--- config.mk ---
export PLATFORM = sky130hd
export DESIGN_NAME = fir_stim_gen
export DESIGN_NICKNAME = d
export VERILOG_FILES = /design/src/rtl/fir_stim_gen.sv
export SDC_FILE = /design/constraint.sdc
export NUM_CORES = 1
export LEC_CHECK = 0
export CORE_UTILIZATION = 50
export DETAILED_ROUTE_END_ITERATION = 10
export GPL_ROUTABILITY_DRIVEN = 0
export PLACE_DENSITY = 0.91
export SLEW_MARGIN = 20
export SYNTH_ARGS = -nofsm -noshare
export SYNTH_HDL_FRONTEND = slang
export SYNTH_SLANG_ARGS = --single-unit
--- constraint.sdc ---
create_clock -name clk -period 1.8 [get_ports clk]
set_input_delay 0.27 -clock clk [delete_from_list [all_inputs] [get_ports clk]]
set_output_delay 0.27 -clock clk [all_outputs]
set_load 0.02 [all_outputs]
--- src/rtl/fir_stim_gen.sv ---
// Purpose : stimulus generator and response signature unit for a FIR filter under test.
// Latency : x_out/x_valid follow the state combinationally; y_in is captured DUT_LATENCY cycles after each x_valid.
// Backpressure: none; the filter under test must accept one sample per cycle while x_valid is high.
//
// Ports:
//   clk, rst_n        clock and asynchronous active-low reset
//   start             run request, honoured only in IDLE
//   x_out, x_valid    Q1.15 stimulus sample and its qualifier
//   y_in              Q1.15 filter response, sampled only while cap_en is high
//   busy, done        run in progress / one-cycle end-of-run pulse
//   signature         rotate-and-XOR fold of the captured responses
//   capture_count     number of responses folded into signature
//
// Sequence per run: 1 impulse, N_TAPS-1 zeros, N_RANDOM LFSR samples, then
// DUT_LATENCY idle cycles to collect the tail, then a done pulse.
// Assumes N_TAPS >= 2, N_RANDOM >= 1, DUT_LATENCY >= 1.
module fir_stim_gen #(
    parameter int          N_TAPS      = 16,
    parameter int          DUT_LATENCY = 8,
    parameter int          N_RANDOM    = 30,
    parameter int          IMPULSE_AMP = 16384,
    parameter logic [15:0] SEED        = 16'hACE1
) (
    input  logic               clk,
    input  logic               rst_n,
    input  logic               start,
    output logic signed [15:0] x_out,
    output logic               x_valid,
    input  logic signed [15:0] y_in,
    output logic               busy,
    output logic               done,
    output logic [31:0]        signature,
    output logic [7:0]         capture_count
);

    // The longest phase decides the counter width, so it never wraps inside a phase.
    localparam int MAX_A   = (N_TAPS > N_RANDOM) ? N_TAPS : N_RANDOM;
    localparam int MAX_LEN = (MAX_A > DUT_LATENCY) ? MAX_A : DUT_LATENCY;
    localparam int CNT_W   = $clog2(MAX_LEN + 1);
    localparam int LAT     = DUT_LATENCY;

    typedef enum logic [2:0] {
        IDLE,
        IMPULSE,
        ZERO,
        RANDOM,
        DRAIN,
        DONE
    } state_t;

    state_t             state;
    state_t             state_nxt;
    logic [CNT_W-1:0]   cnt;
    logic [15:0]        lfsr;
    logic [LAT-1:0]     cap_sr;
    logic               cap_en;
    logic               accept;

    // Galois form, shift right, taps 0xB400.
    function automatic logic [15:0] lfsr_step(input logic [15:0] v);
        return {1'b0, v[15:1]} ^ (v[0] ? 16'hB400 : 16'h0000);
    endfunction

    assign accept = (state == IDLE) && start;
    assign cap_en = cap_sr[LAT-1];

    // Next state and Moore outputs.
    always_comb begin
        state_nxt = state;
        x_out     = '0;
        x_valid   = 1'b0;
        busy      = 1'b0;
        done      = 1'b0;
        case (state)
            IDLE: begin
                if (start) state_nxt = IMPULSE;
            end
            IMPULSE: begin
                x_out     = 16'(IMPULSE_AMP);
                x_valid   = 1'b1;
                busy      = 1'b1;
                state_nxt = ZERO;
            end
            ZERO: begin
                x_valid = 1'b1;
                busy    = 1'b1;
                if (cnt == CNT_W'(N_TAPS - 2)) state_nxt = RANDOM;
            end
            RANDOM: begin
                x_out   = lfsr;
                x_valid = 1'b1;
                busy    = 1'b1;
                if (cnt == CNT_W'(N_RANDOM - 1)) state_nxt = DRAIN;
            end
            DRAIN: begin
                busy = 1'b1;
                if (cnt == CNT_W'(DUT_LATENCY - 1)) state_nxt = DONE;
            end
            DONE: begin
                done      = 1'b1;
                state_nxt = IDLE;
            end
            default: state_nxt = IDLE;
        endcase
    end

    always_ff @(posedge clk or negedge rst_n) begin
        if (!rst_n) begin
            state <= IDLE;
            cnt   <= '0;
        end else begin
            state <= state_nxt;
            // Phase-relative counter: restarts on every state change, parked in IDLE.
            if ((state_nxt != state) || (state == IDLE)) cnt <= '0;
            else                                          cnt <= cnt + 1'b1;
        end
    end

    // LFSR presents its current value during a RANDOM cycle and steps at its end,
    // so the first random sample is SEED itself.
    always_ff @(posedge clk or negedge rst_n) begin
        if (!rst_n)               lfsr <= SEED;
        else if (accept)          lfsr <= SEED;
        else if (state == RANDOM) lfsr <= lfsr_step(lfsr);
    end

    // x_valid delayed by DUT_LATENCY marks the cycles in which y_in answers a stimulus.
    always_ff @(posedge clk or negedge rst_n) begin
        if (!rst_n)      cap_sr <= '0;
        else if (accept) cap_sr <= '0;
        else             cap_sr <= (cap_sr << 1) | LAT'(x_valid);
    end

    always_ff @(posedge clk or negedge rst_n) begin
        if (!rst_n) begin
            signature     <= '0;
            capture_count <= '0;
        end else if (accept) begin
            signature     <= '0;
            capture_count <= '0;
        end else if (cap_en) begin
            signature     <= {signature[30:0], signature[31]} ^ {{16{y_in[15]}}, y_in};
            capture_count <= capture_count + 8'd1;
        end
    end

endmodule

==> metrics <==
Simple-Gate Fraction of Synth Area=14.8%; number of global-route vias before repair=2,707; PortBufs=77; top-count cell post-synth=dfrtp_1; # setup viols final=1; routed wire length=8.28 mm; CP cell instances=buf_4 > and3b_2 > buf_6 > nand2_2 > inv_1 > buf_4; most frequent cells after synthesis=dfrtp_1 (64), nor2_1 (41), xnor2_1 (38), a211oi_1 (34), nand2_1 (20); pin count of the biggest net entering global routing=73; sw frac=36.4%; critical path class=flip-flop to output pin; Most common cell on crit path=buf_4; Fin. Hold Viols=0; Pre-antenna DRT Iters=7; Final min period=1.83 ns; crit-path max FO=7; Worst Hold Class=flip-flop to flip-flop; fillers=428; syn nets=340; Place WS=-0.0893 ns; failing checks=DRC, setup timing; largest family of logic cells by synthesized area=simple AND/OR/NAND/NOR gates; #FFs+latches synth=72; total number of vias=2,727; Nets=440; crit path DAT=1.56 ns; post-synthesis mux area share=0.294%; RSZ-0062 raised after global routing=yes; io pins=78; clk buf depth=2; Clock transition at path regs=0.08 ns; Layout area overhead=35.7%; CTS tree=done; Cell Area, Synth=0.00340 mm2; mean area per synthesized cell=10.7 um2; top_reg_cell synth=dfrtp_1; Clock Power Share=18.3%; vias per cell=5.46; EDFF count, synth=0; Fin Clk Skew=0.0128 ns; Die ar.=0.00714 mm2; FP Rows=29; area share of the largest cell type after synthesis=47.1%; CTS Buf Count=9; Post-route DRC=4; asr flop ratio synth=100%; Comb pwr share=39.2%; Horiz. Die Dim=84.5 um; dpl hpwl=5.05 mm; worst vdd ir=1.03 mV; Avg WL per Cell=16.6 um; CP max stage cell=dfrtp_1; CTS root buf=clkbuf_8; peak per-stage delay on the critical path=0.42 ns; final worst slack=-0.0273 ns; Worst EP required=1.53 ns; fin. max-slew vios=0; WHS=0.456 ns; crit start category=flip-flop; yosys warns=0; GRT overflow=0; cell internal pwr=4450 uW; core area=0.00646 mm2; leak pwr=0.00204 uW; fmax=547 MHz; status=complete, but fails checks; Rel. slew slack=73.2%; Post-Synthesis Cells=317; post-synth cell types=33; Yosys top cell by area=dfrtp_1; CP Capture Type=output pin; maxcap violations=0; sw power=2540 uW; Iter 0 DRT Violations=188; first-pass GRT wire length=13.2 mm; share of layout cells above drive strength 1=21.3%; sequential-to-total area share from yosys stat=53.3%; post-synthesis adder-cell area fraction=1.47%; Antenna Nets Post-Route=0; ANT cells=0; initial antenna violation count=0; initial core utilization=52.7%; CTS H-tree lvls=3; Least-Margin Pin Slew=0.402 ns; Final period util=102%; Chip Height=84.5 um; Post-Synth XOR/XNOR Area=11.3%; Tot GR Track Use=23.9%; Pwr Density=1510 mW/mm2; Compound-Gate Fraction of Synth Area=13.2%; Worst-Skew Late Latency=0.35 ns; ranking of synthesized cells by area=dfrtp_1 (47%), xnor2_1 (9.8%), a211oi_1 (7.5%); Reg power frac=42.5%; CTS Sinks=72
==> per-layer routing <==
layer  share of wire, %  global-route usage [%]
met5                  0                       0
met4                3.0                    11.6
met3                4.7                    5.01
met2                 50                    40.8
met1                 42                    28.9
==> power groups by stage <==
stage	clock network [uW]	registers [uW]	logic (uW)
after global placement	0	2930	2640
after floorplan	0	3410	954
final	1280	2970	2740
after global routing	1360	3060	2910
after CTS	1290	2950	2750
after detailed placement	0	2960	2720
==> cells in the final DEF, fill, tap and decap left out, drive strengths merged, types with 4 or more instances in the layout <==
cell type and n:
clkbuf 11, and2 15, a211o 6, clkdlybuf4s50 57
buf 49, nand3 6, inv 13, ha 4
nand4 5, o21ai 4, xor2 6, nor2 41
xnor2 38, a211oi 34, a21oi 10, dfstp 8
nand2 20, dfrtp 64
==> cells by family (layout without fill, tap and decap cells) <==
family	after synthesis	in the layout
xor+xnor	44	44
simple gates	101	102
flops	72	72
compound gates	61	61
fa+ha+maj	4	4
buf+inv	34	138
mux	1	1
==> final timing paths <==
path | from | to | slack [ns] | depth (start not counted)
worst max-delay path | state[0]$_DFF_PN0_ | x_out[2] | -0.03 | 6
worst min-delay path | cap_sr[2]$_DFF_PN0_ | cap_sr[3]$_DFF_PN0_ | 0.46 | 1
worst max register to register | state[1]$_DFF_PN0_ | state[0]$_DFF_PN0_ | 0.05 | 6
worst min register to register | cap_sr[2]$_DFF_PN0_ | cap_sr[3]$_DFF_PN0_ | 0.46 | 1
max in group asynchronous | rst_n | lfsr[15]$_DFFE_PN1P_ | 0.98 | 3
min in group asynchronous | rst_n | signature[0]$_DFFE_PN0P_ | 0.48 | 3
==> timing repair <==
action | in CTS | in global routing
hold endpoints to repair | 64 | 0
hold buffers | 1 | 0
buffers inserted | 7 | 2
pin swaps | 0 | 2
cloned | 1 | 0
resized for setup | 72 | 35
setup endpoints to repair | 19 | 22
==> state kept, by name, summed over array words and instances (netlist names) <==
register,cells
cap_sr,8
cnt,5
state,3
lfsr,16
signature,32
capture_count,8
==> layout make-up <==
class                      count  area, um2  share of cell area, %
multi-input combinational    212       1440                   31.2
inverter                      13       48.8                   1.06
clock inverter                 6       70.1                   1.52
tap                           77       96.3                   2.09
clock buffer                  10        128                   2.76
sequential                    72       1810                   39.3
timing repair buffer         109       1020                   22.1
==> critical path: cells and delay by family (launching register included) <==
kind / cells / cell delay, ns
buffers and inverters: 4 / 0.47
flip-flops: 1 / 0.42
AND/OR/NAND/NOR: 2 / 0.32
==> metrics by stage <==
stage                     area, um2  std cells  setup TNS, ns  power, uW  util (%)
after floorplan                3400        317              0       4360         -
after global placement         4320        472        -0.0399       5570      66.9
after detailed placement       4320        472         -0.614       5680      66.9
after CTS                      4550        497         -0.106       7000      70.4
after global routing           4620        499        -0.0872       7330      71.5
final                          4620        499        -0.0273       6990      71.5
Note: power is estimated with default switching activity, not from simulation.
